$ cat src/rtl/bias_sched_pkg.sv
// bias_sched_pkg: shared types and default widths for the bias adder
// sequencer and the adder datapath around it.
//   state_t : scheduler FSM states
//   ch_w()  : channel-index width for a given bias table depth
//   B_BW, AK_BW, NUM_CH, PX_W : default widths / depths
package bias_sched_pkg;

  localparam int B_BW   = 8;
  localparam int AK_BW  = 20;
  localparam int NUM_CH = 16;
  localparam int PX_W   = 16;

  function automatic int ch_w(input int n);
    return (n > 1) ? $clog2(n) : 1;
  endfunction

  localparam int CH_W = ch_w(NUM_CH);

  typedef enum logic [1:0] {
    IDLE  = 2'd0,
    RUN   = 2'd1,
    DRAIN = 2'd2
  } state_t;

endpackage

$ cat src/rtl/bias_sched_if.sv
// bias_sched_if: beat handshake on both sides of the bias adder.
//   i_acc_valid / o_acc_ready : upstream accumulated-kernel beat
//   o_en, o_bias              : adder enable and bias for the current channel
//   o_out_valid / i_out_ready : downstream adder result, o_out_ch its tag
// master = datapath side driving the inputs, slave = bias_sched.
interface bias_sched_if
  import bias_sched_pkg::*;
#(
  parameter int B_BW = bias_sched_pkg::B_BW,
  parameter int CH_W = bias_sched_pkg::ch_w(bias_sched_pkg::NUM_CH)
) ();

  logic            i_acc_valid;
  logic            o_acc_ready;
  logic            o_en;
  logic [B_BW-1:0] o_bias;
  logic            i_out_ready;
  logic            o_out_valid;
  logic [CH_W-1:0] o_out_ch;

  modport master (
    output i_acc_valid, i_out_ready,
    input  o_acc_ready, o_en, o_bias, o_out_valid, o_out_ch
  );

  modport slave (
    input  i_acc_valid, i_out_ready,
    output o_acc_ready, o_en, o_bias, o_out_valid, o_out_ch
  );

endinterface

$ cat src/rtl/bias_sched_table.sv
// bias_table: NUM_CH x B_BW bias register file, one synchronous write port
// and one asynchronous read port. Synchronous active-high rst clears it.
//   clk, rst      : clock, reset
//   we/waddr/wdata: write port
//   raddr/rdata   : combinational read port
module bias_table
  import bias_sched_pkg::*;
#(
  parameter int NUM_CH = bias_sched_pkg::NUM_CH,
  parameter int B_BW   = bias_sched_pkg::B_BW,
  parameter int CH_W   = bias_sched_pkg::ch_w(NUM_CH)
) (
  input  logic            clk,
  input  logic            rst,
  input  logic            we,
  input  logic [CH_W-1:0] waddr,
  input  logic [B_BW-1:0] wdata,
  input  logic [CH_W-1:0] raddr,
  output logic [B_BW-1:0] rdata
);

  logic [B_BW-1:0] mem [NUM_CH];

  always_ff @(posedge clk) begin
    if (rst) begin
      for (int i = 0; i < NUM_CH; i++) mem[i] <= '0;
    end else if (we) begin
      mem[waddr] <= wdata;
    end
  end

  assign rdata = mem[raddr];

endmodule

$ cat src/rtl/bias_sched.sv
// bias_sched: sequences the bias adder across one layer. Walks pixel and
// channel counters per accepted beat, presents the channel bias to the adder,
// tags each result with its channel and pulses o_done at layer end.
//   clk, rst                      : clock, synchronous active-high reset
//   i_cfg_we/i_cfg_addr/i_cfg_bias: bias table write (IDLE only)
//   i_start, i_num_ch, i_num_px   : layer start and size (IDLE only)
//   dp (bias_sched_if.slave)      : adder-side handshake
//   o_busy, o_done                : status
//   o_stall_cnt                   : present only with BIAS_SCHED_STALL_CNT_EN
//
// state | meaning
// IDLE  | table writable, waiting for a valid start
// RUN   | accepting beats, walking px/ch counters
// DRAIN | last beat taken, waiting for its result to leave
module bias_sched
  import bias_sched_pkg::*;
#(
  parameter int NUM_CH = bias_sched_pkg::NUM_CH,
  parameter int B_BW   = bias_sched_pkg::B_BW,
  parameter int PX_W   = bias_sched_pkg::PX_W,
  parameter int CH_W   = bias_sched_pkg::ch_w(NUM_CH)
) (
  input  logic            clk,
  input  logic            rst,
  input  logic            i_cfg_we,
  input  logic [CH_W-1:0] i_cfg_addr,
  input  logic [B_BW-1:0] i_cfg_bias,
  input  logic            i_start,
  input  logic [CH_W:0]   i_num_ch,
  input  logic [PX_W-1:0] i_num_px,
  bias_sched_if.slave     dp,
  output logic            o_busy,
  output logic            o_done
`ifdef BIAS_SCHED_STALL_CNT_EN
  ,
  output logic [31:0]     o_stall_cnt
`endif
);

  state_t          state;
  logic [PX_W-1:0] px_cnt;
  logic [PX_W-1:0] num_px_q;
  logic [CH_W-1:0] ch_cnt;
  logic [CH_W:0]   num_ch_q;
  logic            start_ok;
  logic            last_px;
  logic            last_ch;
  logic            drain_ok;

  assign start_ok = (state == RUN) ? 1'b0 :
                    (state == IDLE) && i_start && (i_num_ch != '0) &&
                    (i_num_ch <= (CH_W+1)'(NUM_CH)) && (i_num_px != '0);

  assign dp.o_acc_ready = (state == RUN) && (!dp.o_out_valid || dp.i_out_ready);
  assign dp.o_en        = dp.i_acc_valid && dp.o_acc_ready;

  assign last_px  = (px_cnt == num_px_q - 1'b1);
  assign last_ch  = ({1'b0, ch_cnt} == num_ch_q - 1'b1);
  assign drain_ok = !dp.o_out_valid || dp.i_out_ready;

  // Done is Mealy so it lands in the same cycle the final result leaves;
  // busy falls at the edge that closes that cycle.
  assign o_done = (state == DRAIN) && drain_ok;
  assign o_busy = (state != IDLE);

  bias_table #(
    .NUM_CH (NUM_CH),
    .B_BW   (B_BW),
    .CH_W   (CH_W)
  ) u_table (
    .clk   (clk),
    .rst   (rst),
    .we    ((state == IDLE) && i_cfg_we),
    .waddr (i_cfg_addr),
    .wdata (i_cfg_bias),
    .raddr (ch_cnt),
    .rdata (dp.o_bias)
  );

  always_ff @(posedge clk) begin
    if (rst) begin
      state          <= IDLE;
      px_cnt         <= '0;
      ch_cnt         <= '0;
      num_px_q       <= '0;
      num_ch_q       <= '0;
      dp.o_out_valid <= 1'b0;
      dp.o_out_ch    <= '0;
    end else begin
      if (dp.o_en) begin
        dp.o_out_valid <= 1'b1;
        dp.o_out_ch    <= ch_cnt;
      end else if (dp.i_out_ready) begin
        dp.o_out_valid <= 1'b0;
      end

      case (state)
        IDLE: begin
          if (start_ok) begin
            num_ch_q <= i_num_ch;
            num_px_q <= i_num_px;
            px_cnt   <= '0;
            ch_cnt   <= '0;
            state    <= RUN;
          end
        end
        RUN: begin
          if (dp.o_en) begin
            if (last_px) begin
              px_cnt <= '0;
              // ch_cnt parks on the last channel until the layer closes
              if (last_ch) state <= DRAIN;
              else         ch_cnt <= ch_cnt + 1'b1;
            end else begin
              px_cnt <= px_cnt + 1'b1;
            end
          end
        end
        DRAIN: begin
          if (drain_ok) begin
            ch_cnt <= '0;
            state  <= IDLE;
          end
        end
        default: state <= IDLE;
      endcase
    end
  end

`ifdef BIAS_SCHED_STALL_CNT_EN
  always_ff @(posedge clk) begin
    if (rst || start_ok) begin
      o_stall_cnt <= '0;
    end else if ((state == RUN) && dp.i_acc_valid && !dp.o_acc_ready &&
                 (o_stall_cnt != '1)) begin
      o_stall_cnt <= o_stall_cnt + 1'b1;
    end
  end
`endif

endmodule

$ cat src/flat_wrapper.sv
// flat-port wrapper written by rule: the top's interface ports become plain ports
module bias_sched_flat import bias_sched_pkg::*;
#(
  parameter int NUM_CH = bias_sched_pkg::NUM_CH,
  parameter int B_BW   = bias_sched_pkg::B_BW,
  parameter int PX_W   = bias_sched_pkg::PX_W,
  parameter int CH_W   = bias_sched_pkg::ch_w(NUM_CH)
)
  (clk, rst, i_cfg_we, i_cfg_addr, i_cfg_bias, i_start, i_num_ch, i_num_px, o_busy, o_done, dp_i_acc_valid, dp_i_out_ready, dp_o_acc_ready, dp_o_en, dp_o_bias, dp_o_out_valid, dp_o_out_ch);
  bias_sched_if #(.B_BW(B_BW), .CH_W(CH_W)) dp_i ();
  input  logic clk;
  input  logic rst;
  input  logic i_cfg_we;
  input  logic [CH_W-1:0] i_cfg_addr;
  input  logic [B_BW-1:0] i_cfg_bias;
  input  logic i_start;
  input  logic [CH_W:0] i_num_ch;
  input  logic [PX_W-1:0] i_num_px;
  output logic o_busy;
  output logic o_done;
  input wire logic [$bits(dp_i.i_acc_valid)-1:0] dp_i_acc_valid;
  input wire logic [$bits(dp_i.i_out_ready)-1:0] dp_i_out_ready;
  output wire logic [$bits(dp_i.o_acc_ready)-1:0] dp_o_acc_ready;
  output wire logic [$bits(dp_i.o_en)-1:0] dp_o_en;
  output wire logic [$bits(dp_i.o_bias)-1:0] dp_o_bias;
  output wire logic [$bits(dp_i.o_out_valid)-1:0] dp_o_out_valid;
  output wire logic [$bits(dp_i.o_out_ch)-1:0] dp_o_out_ch;
  assign dp_i.i_acc_valid = dp_i_acc_valid;
  assign dp_i.i_out_ready = dp_i_out_ready;
  assign dp_o_acc_ready = dp_i.o_acc_ready;
  assign dp_o_en = dp_i.o_en;
  assign dp_o_bias = dp_i.o_bias;
  assign dp_o_out_valid = dp_i.o_out_valid;
  assign dp_o_out_ch = dp_i.o_out_ch;
  bias_sched #(.NUM_CH(NUM_CH), .B_BW(B_BW), .PX_W(PX_W), .CH_W(CH_W)) u_core (.clk(clk), .rst(rst), .i_cfg_we(i_cfg_we), .i_cfg_addr(i_cfg_addr), .i_cfg_bias(i_cfg_bias), .i_start(i_start), .i_num_ch(i_num_ch), .i_num_px(i_num_px), .dp(dp_i), .o_busy(o_busy), .o_done(o_done));
endmodule
$ cat config.mk
export PLATFORM = sky130hd
export DESIGN_NAME = bias_sched_flat
export DESIGN_NICKNAME = d
export VERILOG_FILES = /design/src/rtl/bias_sched_pkg.sv /design/src/rtl/bias_sched_if.sv /design/src/rtl/bias_sched_table.sv /design/src/rtl/bias_sched.sv /design/src/flat_wrapper.sv
export SDC_FILE = /design/constraint.sdc
export NUM_CORES = 1
export LEC_CHECK = 0
export CORE_ASPECT_RATIO = 0.8
export CORE_MARGIN = 2
export CORE_UTILIZATION = 59
export CTS_CLUSTER_SIZE = 28
export DETAILED_ROUTE_END_ITERATION = 8
export GPL_TIMING_DRIVEN = 0
export PLACE_DENSITY = 0.84
export SYNTH_ARGS = -nofsm -noshare
export SYNTH_HDL_FRONTEND = slang
export SYNTH_SLANG_ARGS = --single-unit
$ cat constraint.sdc
create_clock -name clk -period 3.75 [get_ports clk]
set_clock_uncertainty 0.2 [all_clocks]
set_input_delay 0.75 -clock clk [delete_from_list [all_inputs] [get_ports clk]]
set_output_delay 0.75 -clock clk [all_outputs]
set_load 0.005 [all_outputs]
After elaboration in Yosys (flattened, before gate mapping)
Memory sizes are Yosys's and may differ from the RTL's. A register that Yosys moved wholly into a read port is not among the register bits.
Index checks and enable logic that the tools add are counted.

operators by class
  add/subtract/negate cells = 4
  $lt $le $gt $ge = 1
  equal/unequal tests = 10
  multiplexer cells = 29
  reduce and logical (&&, ||, !) cells = 22

operators with widths
  kind                                                   number
  2-to-1 mux 16 bit                                      3
  2-to-1 mux 4 bit                                       8
  one-hot mux 16 bit (2 select lines)                    1
  adder 16 x 1 -> 16 bit, second input constant          1
  == test 16 bit                                         1
  nonzero test 16 bit                                    1
  subtractor 16 x 1 -> 16 bit, second input constant     1
  one-hot mux 4 bit (3 select lines)                     1
  2-to-1 mux 2 bit                                       5
  2-to-1 mux 1 bit                                       9
  logical AND 1 bit                                      8
  2-to-1 mux 8 bit                                       1
  inequality test 2 x 1 -> 1 bit, second input constant  4
  OR reduction 8 bit                                     1
  one-hot mux 2 bit (3 select lines)                     1
  AND reduction 6 bit                                    1
  nonzero test 2 bit                                     3
  == test 4 x 5 -> 1 bit                                 1
  less-or-equal comparator 5 bit, second input constant  1
  AND reduction 5 bit                                    1
  nonzero test 5 bit                                     1
  subtractor 5 x 1 -> 5 bit, second input constant       1
  adder 4 x 1 -> 4 bit, second input constant            1
  inequality test 2 bit, second input constant           2
  8 further kinds                                        8

word-level totals
  register bits after elaboration = 48
  memory bits (writable) = 128
  input port bits = 39
  output and inout bits = 17
  word-level logic and storage cells = 74
  memories = 1

memories
  memory              depth  width  rd ports  clocked after memory_dff  write ports  RTL line                RTL
  u_core.u_table.mem  16     8      1         1                         16           bias_sched_table.sv:22  logic [B_BW-1:0] mem [NUM_CH];

Logic depth before layout (Yosys ltp)
Gate-level depths: netlist of run 1.

  depth in word-level cells = 10
  gate-level depth with buffers = 12
  depth with buffers taken out = 10

By module
Synthesis of run 1 repeated with hierarchy kept, for this count alone.

second synthesis, totals
  cell total of the unflattened synthesis = 693
  area total of the unflattened synthesis = 8,533.2 um^2

modules (own cells, without submodules)
  module      instances  cells an instance  area an instance (um^2)  sequential area each (um^2)
  bias_table  1          375                5,861.9                  3,843.7
  bias_sched  1          318                2,671.3                  960.9

Least setup slack after synthesis of run 1
OpenSTA, ideal clock, no wires.

  path kind = input to register
  start point = input i_num_ch[0]
  end point = register u_core.px_cnt[13]
  library setup time = 0.070 ns
  arrival time = 2.859 ns
  required time = 3.480 ns
  setup slack = 0.621 ns
  stages = 9
  path buffers = 1
  path through = nor4_1 > xnor2_1 > nand4_1 > nand2_1 > and4_1 > clkbuf_1 > nand2_1 > or4b_1 > a21oi_1

between the ends
  word-level cells in the longest chain between the ends = 7
  elaborated cells on any way between the ends = 8
  classes of those cells = order compare (1); eq/ne (1); mux (1); reduce/logical (5)

ends and longest elaborated chain
  what                                                                    RTL line            RTL
  start, declared                                                         flat_wrapper.sv:17  input logic [CH_W:0] i_num_ch;
  branches (longest 2 deep; another with less-or-equal comparator 5 bit)  n/a
  logical AND 1 bit (*)                                                   bias_sched.sv:51    (state == IDLE) && i_start && (i_num_ch != '0) &&
  logical AND 1 bit (*)                                                   bias_sched.sv:52    (i_num_ch <= (CH_W+1)'(NUM_CH)) && (i_num_px != '0);
  2-to-1 mux 1 bit (*)                                                    bias_sched.sv:50    assign start_ok = (state == RUN) ? 1'b0 :
  inequality test 2 x 1 -> 1 bit (no line) (*)                            n/a
  AND reduction 3 bit (no line) (*)                                       n/a
  end signal, assigned                                                    bias_sched.sv:115   px_cnt <= px_cnt + 1'b1;
  end, declared                                                           bias_sched.sv:41    logic [PX_W-1:0] px_cnt;

Mark *: on every way between the ends.
A chain may end at the register's enable or synchronous reset.

==> run_results.csv, run 1 <==
group,metric,value,unit
run_status,status,"finished, final reports clean",
setup_path,cp-start-kind,"flop",
clock_tree,clock-sinks,180,
pwr,power-per-cell-area,444.5,mW/mm²
clock_tree,cts_root_buffer,"clkbuf_16",
synthesis,synth-edff-count,128,
global_routing,grt_pass1_vias,5890,
detailed_routing,dr.pass1.iters,5,
setup_path,reg2reg_slack,0.33,ns
hold_path,hold_start,"u_core.dp.o_out_ch[2]$_SDFFE_PP0P_",
setup_path,worst-path-max-fanout,10,
place,dp_hpwl,14510,µm
pwr,max-vdd-ir-drop,0.3497,mV
floorplan,ios,56,
final_layout,areaGrowthSynthToFinish,16.39,%
final_layout,final_common_cell,"and2_1",
final_layout,num-nets-final,807,
floorplan,die_area,0.01567,mm²
synthesis,ys_types,50,
timing,slew_headroom,0.3421,
detailed_routing,vias,5913,
synthesis,synth_warnings,0,
timing,setup_ws,0.1293,ns
synthesis,yosys.area.top_type,"edfxtp_1",
detailed_routing,drc,0,
timing,min_period_over_period,0.9655,
timing,rsz0062_at_grt,"false",
synthesis,yosysTopAreaCellShare,0.4437,
timing,fin_crit,3.621,ns
job,max_cap_viol_count,0,
place,post-place-ws,-0.2135,ns
setup_path,reg2reg_from,"u_core.num_px_q[2]$_SDFFE_PP0P_",
clock_tree,clock_path_buffers,2,
clock_tree,clock_latency,0.44,ns
setup_path,reg2reg_depth,11,
synthesis,synth_nets,732,
detailed_routing,viasPerCell,6.153,
floorplan,die_w,139.5,µm
final_layout,final_cell_mix,"129 x and2_1, 128 x edfxtp_1, 62 x nor2_1",
detailed_routing,antenna_left,0,
global_routing,grt.overflow.total,0,
setup_path,crit_path_frequent_cell,"mux4_2",
synthesis,synth.area.top_cells,"edfxtp_1 44%, dfxtp_1 12%, mux4_2 10%",
clock_tree,path_clk_slew,0.07,ns
global_routing,track_usage,0.2737,
setup_path,r2r_end,"u_core.px_cnt[8]$_SDFFE_PP0P_",
final_layout,drive_above_1_share,0.1441,
setup_path,crit_chain,"buf_6 > mux4_2 > mux4_2 > clkdlybuf4s50_1",
pwr,leakage,3.756,nW
setup_path,cp-end-kind,"output pin",
clock_tree,htree_num_levels,4,
timing,final-setup-viol-count,0,
clock_tree,hold_buffers,0,
synthesis,syn_area_per_cell,12.57,µm²
place,placedCellCount,928,
detailed_routing,drt_iter0_markers,715,
hold_path,hold_end,"u_core.dp.o_out_ch[2]$_SDFFE_PP0P_",
final_layout,diodes,0,
detailed_routing,postRouteWirelength,20440,µm
global_routing,antenna_found_initial,0,
final_layout,finalNonFillerCells,961,
synthesis,ys_ff_latch,180,
timing,tightest_slew,0.9793,ns
timing,fmax,0.2762,GHz
setup_path,arrival,2.67,ns
setup_path,path_class,"flop to output pin",
place,gp_congestion,0.9062,
synthesis,ys_seq_area_frac,0.5639,
setup_path,critical-path-max-stage-delay,0.58,ns
global_routing,grt_pass1_wl,32060,µm
timing,slew_violations,0,
detailed_routing,routedWlPerCell,21.27,µm
synthesis,syn_area,0.008662,mm²
final_layout,fillers,931,
hold_path,hold_depth,2,
floorplan,num_rows,39,
place,portBuffers,55,
floorplan,dieHeight,112.4,µm
clock_tree,cts_tree,"done",
hold_path,hp-class,"flop to flop",
synthesis,ys.flop_type,"edfxtp_1",
setup_path,cp.required,2.80,ns
floorplan,start_util,0.6058,
global_routing,grt_max_degree,18,
timing,hold_viol_final,0,
synthesis,netlist_instances,689,
setup_path,slowest_stage,"mux4_2",
synthesis,synth_async_sr_flop_share,0,
clock_tree,cts_buffers,17,
floorplan,coreArea,0.01430,mm²
final_layout,final_util,0.7052,
timing,setup_tns,0,ns
-- final cells by class --
cell class,count,area [µm²],area share
Buffer,34,181.4,0.01799
Multi-Input combinational cell,463,3577,0.3548
Timing Repair Buffer,57,565.5,0.05609
Clock buffer,21,503.0,0.04989
Inverter,11,41.29,0.004095
Clock inverter,11,97.59,0.009680
Sequential cell,180,4886,0.4846
Tap cell,184,230.2,0.02283
-- flip-flops by register name, summed over array words and instances, names as in the netlist, named ones only --
name / cells
u_core.state: 2
u_core.dp.o_out_ch: 4
u_core.dp.o_out_valid: 1
u_core.px_cnt: 16
u_core.ch_cnt: 4
u_core.num_px_q: 16
u_core.u_table.mem: 128
u_core.num_ch_q: 5
-- how the worst max path moves through the flow --
stage | end | slack, ns | cells after the start
floorplan | u_core.px_cnt[13]$_SDFFE_PP0P_ | 0.62 | 9
global placement | dp_o_bias[4] | -0.19 | 5
detailed placement | dp_o_bias[4] | -0.21 | 5
CTS | dp_o_bias[4] | 0.004 | 4
global route | dp_o_bias[4] | 0.06 | 4
finish | dp_o_bias[4] | 0.13 | 4
-- metrics by stage --
| step | area, µm² | hold slack [ns] | power [mW] |
|---|---|---|---|
| after global placement | 9443 | 0.2486 | 2.679 |
| after detailed placement | 9443 | 0.2562 | 2.704 |
| final | 10080 | 0.2641 | 4.481 |
| after global routing | 10080 | 0.2822 | 4.605 |
| after floorplan | 8662 | 0.2527 | 2.536 |
| after CTS | 10070 | 0.2654 | 4.479 |
-- synthesized netlist by cell type (all sizes together) (2+ instances only) --
cell     instances
o2111ai          2
a2111oi          2
and4             2
mux2i           25
nor2            62
nor3b            4
or3              4
edfxtp         128
a21oi           25
and2           129
xor2            20
dfxtp           52
inv             11
o211ai           2
nand3           13
nor4             8
and3             7
a2bb2oi          2
xnor2           22
nor3             8
nand2b           7
o21ai            6
mux4            40
or2             17
nand4            5
ha               4
buf              9
nand2           34
nor4bb           2
clkbuf          26
nor2b            4
-- cells by family (layout without fill, tap and decap cells) --
logic type,count (synthesis),count (layout),synth area share
flip-flops,180,180,0.5639
buffers and inverters,46,134,0.02311
AO/OA/AOI/OAI,42,42,0.03077
XOR/XNOR,42,42,0.04247
AND/OR/NAND/NOR,310,310,0.2011
adder cells (fa/ha/maj),4,4,0.005778
multiplexers,65,65,0.1329
-- report_power, final --
part / leakage (nW) / internal (mW) / switching (mW)
combinational: 1.72 / 0.199 / 0.239
sequential: 1.74 / 2.20 / 0.0401
clock: 0.295 / 0.986 / 0.819
-- routing by layer --
metal,vias up,track usage,part of all wire,routed length [µm]
met5,-,0,0,0
met4,0,0.1064,0.025,505
met3,51,0.06186,0.089,1814
met2,302,0.4108,0.46,9395
met1,2931,0.3953,0.43,8727
li1,2629,-,-,-
-- critical path: cells and delay by family (launching register included) --
family,cells,cell delay (ns)
flops,1,0.42
buf+inv,2,0.71
mux,2,1.09
-- repair_timing --
action | CTS | global route
setup buffers | 0 | 2
pin swaps | 0 | 1
endpoints found under the setup margin | 8 | 9
resized for setup | 21 | 1
Note: power is estimated with default switching activity, not from simulation.
==> run 2: changes to the inputs <==
Settings changed: CORE_UTILIZATION 59 to 60, CTS_BUF_LIST set to sky130_fd_sc_hd__clkbuf_8, PLACE_DENSITY 0.84 to 0.85.
==> run 2 against run 1 <==
Final cell count down 0.31%. Critical path depth up 2. Sequential power about the same. Worst setup slack worse by 0.028 ns. Routed wire length down 3.1%. Non-clock buffer count down 2. First-iteration DRC count up 0.84%. Register-to-register slack better by 0.02 ns. Hold slack worse by 0.0063 ns. Highest routed layer unchanged. Total power down 12%. Clock power down 30%. Core utilization down 1.2 points.
==> run_results.csv, run 2 (synthesis gave the netlist of run 1 again) <==
group,metric,value,unit
final_layout,final_util,0.6929,
clock_tree,path_clk_slew,0.09,ns
run_status,status,"finished, final reports clean",
detailed_routing,antenna_left,0,
final_layout,final_cell_mix,"129 x and2_1, 128 x edfxtp_1, 62 x nor2_1",
detailed_routing,postRouteWirelength,19810,µm
final_layout,diodes,0,
global_routing,use_met1,0.3844,
floorplan,ios,56,
final_layout,largest_reg_flops,128,
setup_path,r2r_end,"u_core.u_table.mem[0][1]$_SDFFCE_PN0P_",
clock_tree,hold_buffers,0,
pwr,power-per-cell-area,399.8,mW/mm²
setup_path,cp-end-kind,"flop",
floorplan,num_rows,39,
global_routing,grt_max_degree,17,
timing,hold_ws,0.2578,ns
floorplan,die_w,138.3,µm
detailed_routing,viasPerCell,6.050,
floorplan,start_util,0.6100,
detailed_routing,vias,5796,
clock_tree,clock_path_buffers,2,
hold_path,hp-class,"flop to flop",
setup_path,path_class,"input port to flop",
timing,slew_headroom,0.2971,
global_routing,grt_pass1_vias,5706,
final_layout,fillers,959,
pwr,total_power,3.934,mW
global_routing,busiest_layer,"met2",
place,portBuffers,55,
timing,fmax,0.2740,GHz
detailed_routing,drc,0,
detailed_routing,routedWlPerCell,20.68,µm
setup_path,arrival,3.59,ns
setup_path,cp-endpoint,"u_core.u_table.mem[0][1]$_SDFFCE_PN0P_",
pwr,leakage,3.637,nW
setup_path,reg2reg_slack,0.35,ns
timing,setup_ws,0.1009,ns
global_routing,met2_usage,0.4102,
global_routing,track_usage,0.2685,
job,max_cap_viol_count,0,
floorplan,coreArea,0.01420,mm²
clock_tree,clock_latency,0.45,ns
timing,tightest_slew,1.046,ns
setup_path,reg2reg_depth,8,
detailed_routing,drt_iter0_markers,721,
clock_tree,htree_num_levels,4,
final_layout,num-nets-final,805,
clock_tree,cts_tree,"done",
place,gp_congestion,0.8882,
timing,hold_viol_final,0,
timing,slew_violations,0,
final_layout,drive_above_1_share,0.1370,
global_routing,grt.overflow.total,0,
floorplan,die_area,0.01542,mm²
setup_path,worst-path-max-fanout,9,
clock_tree,clock-sinks,180,
final_layout,final_common_cell,"and2_1",
hold_path,hold_depth,2,
timing,rsz0062_at_grt,"false",
place,post-place-ws,-0.2397,ns
global_routing,grt_util_met3,0.06882,
timing,min_period_over_period,0.9731,
final_layout,areaGrowthSynthToFinish,13.59,%
final_layout,top_register,"u_core.u_table.mem",
setup_path,cp.required,3.69,ns
place,dp_hpwl,14600,µm
global_routing,grt_pass1_wl,31260,µm
final_layout,top_regs,"u_core.u_table.mem: 128 flops, u_core.num_px_q: 16 flops, u_core.px_cnt: 16 flops",
clock_tree,cts_root_buffer,"clkbuf_8",
setup_path,critPathLaunch,"rst",
clock_tree,cts_buffers,17,
setup_path,cp-start-kind,"input port",
floorplan,dieHeight,111.5,µm
timing,fin_crit,3.649,ns
pwr,max-vdd-ir-drop,0.2893,mV
setup_path,reg2reg_from,"u_core.state[0]$_SDFFE_PP0P_",
detailed_routing,dr.pass1.iters,5,
timing,final-setup-viol-count,0,
clock_tree,post-cts-setup-buffers,0,
global_routing,antenna_found_initial,0,
-- run 2: where the power goes --
part           switching [mW]  internal, mW  total (mW)
combinational           0.236         0.196       0.433
clock                   0.683         0.584        1.27
sequential             0.0385          2.20        2.23
-- run 2: cell type report --
type | count | area (µm²) | area share
plain buffers | 34 | 181.4 | 0.01844
clock buffers | 17 | 234.0 | 0.02378
clock inverters | 14 | 138.9 | 0.01411
inverters | 11 | 41.29 | 0.004196
multi-input cells | 463 | 3577 | 0.3636
flip-flops and latches | 180 | 4886 | 0.4966
well taps | 184 | 230.2 | 0.02340
repair buffers | 55 | 550.5 | 0.05595
-- run 2: metrics by stage --
step                      instance area (µm²)  TNS, ns  std cells
after global routing                     9839        0        958
after detailed placement                 9443   -6.132        928
after global placement                   9443   -4.775        928
after floorplan                          8662        0        689
after CTS                                9839        0        958
final                                    9839        0        958
-- run 2: critical path: stages --
cell and delay (ns):
clkdlybuf4s50_1 0.53, nor3b_1 0.66, nor2b_1 0.27, nand2b_1 0.15, nor3_1 0.81, or2_2 0.41
-- run 2: timing repair --
item | CTS | global route
endpoints found under the setup margin | 8 | 1
cloned | 0 | 0
resized for setup | 22 | 0
pin swaps | 0 | 1
-- run 2: how the worst min path moves through the flow --
stage / from / to / slack [ns]
CTS: u_core.dp.o_out_ch[0]$_SDFFE_PP0P_ / u_core.dp.o_out_ch[0]$_SDFFE_PP0P_ / 0.26
global route: u_core.dp.o_out_ch[0]$_SDFFE_PP0P_ / u_core.dp.o_out_ch[0]$_SDFFE_PP0P_ / 0.29
floorplan: u_core.dp.o_out_ch[0]$_SDFFE_PP0P_ / u_core.dp.o_out_ch[0]$_SDFFE_PP0P_ / 0.25
detailed placement: u_core.dp.o_out_ch[0]$_SDFFE_PP0P_ / u_core.dp.o_out_ch[0]$_SDFFE_PP0P_ / 0.25
finish: u_core.dp.o_out_ch[0]$_SDFFE_PP0P_ / u_core.dp.o_out_ch[0]$_SDFFE_PP0P_ / 0.26
global placement: u_core.dp.o_out_ch[2]$_SDFFE_PP0P_ / u_core.dp.o_out_ch[2]$_SDFFE_PP0P_ / 0.25
-- run 2: routing by layer --
| layer | up-vias | share of wire |
|---|---|---|
| li1 | 2617 | - |
| met1 | 2827 | 0.41 |
| met2 | 320 | 0.46 |
| met3 | 32 | 0.11 |
| met4 | 0 | 0.017 |
| met5 | - | 0 |
